==> src/rtl/midi_uart_tx.sv <==
// MIDI channel-voice event transmitter: builds status/data bytes (with optional
// running status) and serialises them as UART 8N1 at CLKS_PER_BIT clocks per bit.
//
// state   | meaning
// S_IDLE  | line idle (TX=1), ready for an event
// S_START | start bit (TX=0)
// S_DATA  | 8 data bits, LSB first
// S_STOP  | stop bit (TX=1), then next byte or back to idle
module midi_uart_tx #(
  parameter int CLKS_PER_BIT   = 1600,
  parameter bit RUNNING_STATUS = 1'b1
) (
  input  logic       CLK,
  input  logic       RST,
  input  logic       CE,
  input  logic       EV_VALID,
  output logic       EV_READY,
  input  logic [1:0] EV_TYPE,
  input  logic [3:0] CHANNEL,
  input  logic [6:0] DATA1,
  input  logic [6:0] DATA2,
  output logic       TX,
  output logic       BUSY
);

  localparam int BAUD_W = (CLKS_PER_BIT > 1) ? $clog2(CLKS_PER_BIT) : 1;
  localparam logic [BAUD_W-1:0] BAUD_LAST = BAUD_W'(CLKS_PER_BIT - 1);

  typedef enum logic [1:0] {S_IDLE, S_START, S_DATA, S_STOP} state_e;

  state_e            state_q, state_d;
  logic [BAUD_W-1:0] baud_q, baud_d;
  logic [2:0]        bit_q, bit_d;
  logic [1:0]        byte_q, byte_d;
  logic [1:0]        last_byte_q, last_byte_d;
  logic [7:0]        status_q, status_d;
  logic [6:0]        data1_q, data1_d;
  logic [6:0]        data2_q, data2_d;
  logic [7:0]        last_status_q, last_status_d;
  logic              last_valid_q, last_valid_d;
  logic              tx_q, tx_d;
  logic              busy_q, busy_d;

  logic       bit_done;
  logic [2:0] op;
  logic [7:0] new_status;
  logic       skip_status;
  logic [7:0] cur_byte;

  assign bit_done = (baud_q == BAUD_LAST);

  always_comb begin
    case (EV_TYPE)
      2'b01:   op = 3'b001;
      2'b10:   op = 3'b100;
      default: op = 3'b000;
    endcase
  end

  assign new_status  = {1'b1, op, CHANNEL};
  assign skip_status = RUNNING_STATUS && last_valid_q && (last_status_q == new_status);

  always_ff @(posedge CLK) begin
    if (RST) begin
      state_q       <= S_IDLE;
      baud_q        <= '0;
      bit_q         <= '0;
      byte_q        <= '0;
      last_byte_q   <= '0;
      status_q      <= '0;
      data1_q       <= '0;
      data2_q       <= '0;
      last_status_q <= '0;
      last_valid_q  <= 1'b0;
      tx_q          <= 1'b1;
      busy_q        <= 1'b0;
    end else if (CE) begin
      state_q       <= state_d;
      baud_q        <= baud_d;
      bit_q         <= bit_d;
      byte_q        <= byte_d;
      last_byte_q   <= last_byte_d;
      status_q      <= status_d;
      data1_q       <= data1_d;
      data2_q       <= data2_d;
      last_status_q <= last_status_d;
      last_valid_q  <= last_valid_d;
      tx_q          <= tx_d;
      busy_q        <= busy_d;
    end
  end

  always_comb begin
    state_d       = state_q;
    baud_d        = baud_q;
    bit_d         = bit_q;
    byte_d        = byte_q;
    last_byte_d   = last_byte_q;
    status_d      = status_q;
    data1_d       = data1_q;
    data2_d       = data2_q;
    last_status_d = last_status_q;
    last_valid_d  = last_valid_q;
    if (state_q != S_IDLE) begin
      baud_d = bit_done ? '0 : baud_q + BAUD_W'(1);
    end
    case (state_q)
      S_IDLE: begin
        // Reserved type is swallowed here: handshake completes, FSM stays idle.
        if (EV_VALID && (EV_TYPE != 2'b11)) begin
          state_d       = S_START;
          baud_d        = '0;
          bit_d         = '0;
          status_d      = new_status;
          data1_d       = DATA1;
          data2_d       = DATA2;
          last_byte_d   = (EV_TYPE == 2'b10) ? 2'd1 : 2'd2;
          byte_d        = skip_status ? 2'd1 : 2'd0;
          last_status_d = new_status;
          last_valid_d  = 1'b1;
        end
      end
      S_START: begin
        if (bit_done) begin
          state_d = S_DATA;
          bit_d   = '0;
        end
      end
      S_DATA: begin
        if (bit_done) begin
          if (bit_q == 3'd7) state_d = S_STOP;
          else bit_d = bit_q + 3'd1;
        end
      end
      S_STOP: begin
        if (bit_done) begin
          if (byte_q == last_byte_q) begin
            state_d = S_IDLE;
          end else begin
            byte_d  = byte_q + 2'd1;
            state_d = S_START;
          end
        end
      end
      default: state_d = S_IDLE;
    endcase
  end

  always_comb begin
    case (byte_q)
      2'd0:    cur_byte = status_q;
      2'd1:    cur_byte = {1'b0, data1_q};
      default: cur_byte = {1'b0, data2_q};
    endcase
    case (state_q)
      S_START: tx_d = 1'b0;
      S_DATA:  tx_d = cur_byte[bit_q];
      default: tx_d = 1'b1;
    endcase
    busy_d = (state_d != S_IDLE);
  end

  assign EV_READY = (state_q == S_IDLE);
  assign BUSY     = busy_q;
  assign TX       = tx_q;

endmodule

==> config.mk <==
export PLATFORM = sky130hd
export DESIGN_NAME = midi_uart_tx
export DESIGN_NICKNAME = d
export VERILOG_FILES = /design/src/rtl/midi_uart_tx.sv
export SDC_FILE = /design/constraint.sdc
export NUM_CORES = 1
export LEC_CHECK = 0
export ABC_AREA = 1
export CORE_MARGIN = 3
export CORE_UTILIZATION = 25
export DETAILED_ROUTE_END_ITERATION = 8
export PLACE_DENSITY = 0.44
export SETUP_SLACK_MARGIN = 0.4
export SLEW_MARGIN = 20
export SYNTH_ARGS = -nofsm -noshare
export SYNTH_HDL_FRONTEND = slang
export SYNTH_SLANG_ARGS = --single-unit
==> constraint.sdc <==
create_clock -name CLK -period 2.1 [get_ports CLK]
set_input_delay 0.63 -clock CLK [delete_from_list [all_inputs] [get_ports CLK]]
set_output_delay 0.63 -clock CLK [all_outputs]
set_load 0.03 [all_outputs]
==> results.md <==
Yosys:
- For this run, asynchronously set or reset flops after synthesis account for 0%.
- Counting flops with a built-in enable in the synthesized netlist gives 0.
- For this run, the register share of the synthesized area comes to 36.86%.
- The cell count after synthesis came out at 342.
- When the netlist entered floorplanning its net count stood at 371.
- The post-synthesis cell type count is 30.
- The synthesized design contains 42 register bits.
- The synthesized area is 2281 µm².
- The average instance in the mapped netlist occupies 6.669 µm².
- The dominant register cell in the synthesized netlist is sky130_fd_sc_hd__dfxtp_1.
- During synthesis, Yosys emitted a total of 0 warnings.

Floorplanning:
- From left edge to right edge, the die measures 101.5 µm.
- The placeable core region is 8806 µm².
- The area of the die is 10310 µm².
- In this run the core area contains 34 standard-cell rows.
- 27 I/O pins were placed.
- The initial utilization of the core area, before any placement, comes to 25.90%.
- The floorplan die height is 101.5 µm.

Timing:
- The final max-slew violation count is 0.
- The final setup skew is 10.41 ps.
- The worst max-slew margin expressed relative to the limit is 75.31%.
- The worst setup slack after layout is 396.6 ps.
- The smallest clock period supported by the final layout is computed as 1703 ps.
- Setup repair after global routing could not meet its margin everywhere.
- Static timing analysis puts the maximum clock frequency at 587.1 MHz.
- Setup total negative slack on the finished layout was measured at 0 ps.
- The final count of negative-setup-slack endpoints is 0.
- The hold violation total from the final report is 0.
- The worst path uses 81.11% of the clock period.
- At the pin with the least slew margin, the transition time is 369.0 ps.

Worst setup path:
- The biggest fanout along the worst timing path is 6.
- The worst setup path is captured at an output pin.
- The end of the worst register-to-register path is byte_q[1]$_SDFFE_PP0P_.
- For the worst setup path, the data arrival time is 1070 ps.
- The launch point of the worst reg-to-reg path is baud_q[0]$_SDFFE_PP0P_.
- At the worst endpoint, the required time is 1470 ps.
- The setup slack on the worst flop-to-flop path is 550 ps.
- The type of the worst setup path is reg -> out.
- The sort of element at the start of the critical path is a flop.
- For the worst flop-to-flop path, the logic depth is 9.

Power and ir drop:
- The total power of the final layout is 1.773 mW.
- In this run, the clock network consumes 31.9% of the power.
- The internal power consumption is 1.258 mW.
- For this design the static power due to leakage is 1.267 nW.
- Power spread over the standard cell area amounts to 592.6 nW/µm².
- The net switching power is 0.5154 mW.
- Of the total power, the share spent switching nets is 29.06%.
- Combinational cells account for 19.3% of the total power.
- The maximum VDD drop is 0.0002814 V.
- The sequential power share is 48.8%.

Routing:
- The antenna violation net count after detailed routing is 0.
- The number of detailed-route iterations in the first pass is 4.
- The DRC violations left is 0.
- Detailed routing placed a total of 2899 µm of wire on met2.
- Signal routing reaches up to met4.
- The final wirelength is 6149 µm.
- The average via count per standard cell is 4.445.
- The number of vias in the routed layout is 2169.
- The average routed wire per standard cell is 12.60 µm.
- In the detailed route, the total length drawn on met3 is 197 µm.
- The DRC marker count from the first detailed-route iteration is 38.
- In the final routing, the length of wire on met1 measures 3023 µm.

Clock network:
- The tree is rooted in a sky130_fd_sc_hd__clkbuf_8.
- The TritonCTS clock tree is built.
- Clock tree synthesis found a total of 42 sinks.
- The TritonCTS buffer count is 5.
- The H-tree generated during clock tree synthesis spans 2 levels.
- The buffer levels on the longest clock path is 2.
- After clock tree synthesis, the clock-pin slew on the worst setup and hold paths is 80 ps.
- The number of hold buffers added after CTS was 0.
- For the worst-skew pair, the clock arrives at the later sink with an insertion delay of 300 ps.

Outcome:
- The run finished with clean final reports.

GRT:
- The pin count of the biggest net entering global routing is 27.
- The overflow left after global routing is 0.
- The number of global-route vias before repair was 2063.
- The number of antenna violations at the first check in global routing is 0.
- The first global-routing pass estimated 9811 µm of wire.
- Global routing used 11.84% of the available tracks across all layers.

Placed design:
- The count of buffers added on input and output ports is 26.
- Detailed placement ended at an HPWL of 4099 µm.
- The final weighted congestion of routability-driven global placement is 0.7796.
- The setup slack after placement is 43.45 ps.
- In this run, placement finished with an instance count of 475.

Layout:
- The share of layout cells above drive strength 1 is 14.74%.
- Relative to the synthesized area, the layout overhead comes to 31.21%.
- The library cell used most frequently in the layout, excluding fill and tap cells, is sky130_fd_sc_hd__nand2_1.
- The diode insertion count for antenna repair is 0.
- Leaving out fill and tap cells, the most frequent cells in the layout are sky130_fd_sc_hd__nand2_1 (86), sky130_fd_sc_hd__nor2_1 (57), sky130_fd_sc_hd__dfxtp_1 (39).
- The number of nets in the layout is 408.
- Once layout is complete, the cells apart from fillers number 488.
- Cells fill 33.99% of the core in the end.

Worst hold path:
- Along the worst hold path, the cell count comes to 1.
- The path class of the tightest hold or removal check is reg -> reg.
- The startpoint identified for the worst hold timing path is baud_q[0]$_SDFFE_PP0P_.
- The worst hold path terminates at baud_q[0]$_SDFFE_PP0P_.

Job:
- The number of maximum-capacitance violations is 0.
[cells in the mapped netlist, types with 2 or more instances]
cell type | instances | share of area, %
sky130_fd_sc_hd__a211oi_1 | 3 | 0.99
sky130_fd_sc_hd__a21oi_1 | 23 | 5.0
sky130_fd_sc_hd__buf_2 | 3 | 0.66
sky130_fd_sc_hd__buf_6 | 2 | 0.99
sky130_fd_sc_hd__clkbuf_1 | 7 | 1.2
sky130_fd_sc_hd__dfxtp_1 | 42 | 37
sky130_fd_sc_hd__ha_1 | 5 | 2.7
sky130_fd_sc_hd__inv_1 | 30 | 4.9
sky130_fd_sc_hd__nand2_1 | 87 | 14
sky130_fd_sc_hd__nand2_2 | 2 | 0.55
sky130_fd_sc_hd__nand3_1 | 15 | 3.3
sky130_fd_sc_hd__nand3_2 | 2 | 0.88
sky130_fd_sc_hd__nand4_1 | 6 | 1.6
sky130_fd_sc_hd__nor2_1 | 61 | 10
sky130_fd_sc_hd__nor2_4 | 3 | 1.5
sky130_fd_sc_hd__nor3_1 | 4 | 0.88
sky130_fd_sc_hd__o21ai_0 | 25 | 5.5
sky130_fd_sc_hd__o21ai_1 | 2 | 0.44
sky130_fd_sc_hd__o21ai_2 | 3 | 1.2
sky130_fd_sc_hd__xnor2_1 | 2 | 0.77
sky130_fd_sc_hd__xor2_1 | 6 | 2.3
[per-layer routing]
metal,GRT usage [%],vias to the layer above
met5,0,-
met4,1.534,0
met3,3.237,4
met2,19.97,26
met1,15.54,974
li1,-,1165
[flip-flops by register name (all words and copies together), names as in the netlist]
name	count
byte_q	2
BUSY	1
baud_q	11
last_status_q	6
data2_q	7
last_byte_q	2
bit_q	3
data1_q	7
TX	1
state_q	2
[worst max-delay path by stage]
stage / from / endpoint / slack [ps] / cells after the start
2_1_floorplan: baud_q[0]$_SDFFE_PP0P_ / baud_q[8]$_SDFFE_PP0P_ / 550 / 8
3_3_place_gp: EV_TYPE[0] / last_byte_q[1]$_SDFFE_PP0P_ / 90 / 11
3_5_place_dp: CE / baud_q[8]$_SDFFE_PP0P_ / 40 / 6
4_1_cts: state_q[1]$_SDFFE_PP0P_ / EV_READY / 210 / 2
5_1_grt: state_q[1]$_SDFFE_PP0P_ / EV_READY / 340 / 2
6_report: state_q[1]$_SDFFE_PP0P_ / EV_READY / 400 / 2
[worst max-delay path, cell delays in order, from the launching register on]
cell and delay [ps]:
sky130_fd_sc_hd__dfxtp_1 390, sky130_fd_sc_hd__nor2_4 170, sky130_fd_sc_hd__clkbuf_2 220
[kinds of logic after synthesis]
family	after synthesis	share of synthesized area, %
adder cells (fa/ha/maj)	5	2.743
AO/OA/AOI/OAI	59	14.10
XOR/XNOR	8	3.072
buffers and inverters	43	7.954
AND/OR/NAND/NOR	185	35.27
flip-flops	42	36.86
[stage by stage]
step / area [µm²] / hold WS (ps)
floorplan: 2281 / 453.8
global placement: 2735 / 454.0
detailed placement: 2735 / 467.8
CTS: 2856 / 482.0
global route: 2993 / 499.4
finish: 2993 / 474.2
[area by class of cell]
cell class | instances | area [µm²]
flip-flops and latches | 42 | 849.6
clock buffers | 6 | 82.58
fillers | 978 | 5813
well taps | 108 | 135.1
repair buffers | 43 | 479.2
clock inverters | 2 | 12.51
multi-input cells | 257 | 1319
inverters | 30 | 115.1
[power groups by stage]
| stage | clock, mW | combinational (mW) | sequential, mW |
|---|---|---|---|
| after global routing | 0.630 | 0.384 | 0.871 |
| after global placement | 0 | 0.307 | 0.884 |
| after CTS | 0.587 | 0.310 | 0.866 |
| after floorplan | 0 | 0.173 | 0.883 |
| final | 0.566 | 0.342 | 0.865 |
| after detailed placement | 0 | 0.307 | 0.884 |
[timing repair]
action	4_1_cts	5_1_grt
gates cloned	0	3
endpoints found under the hold margin	0	0
setup buffers	1	1
pin swaps	1	5
endpoints found under the setup margin	15	41
resized for setup	6	29
No activity file was read; power rests on OpenSTA's default activity.
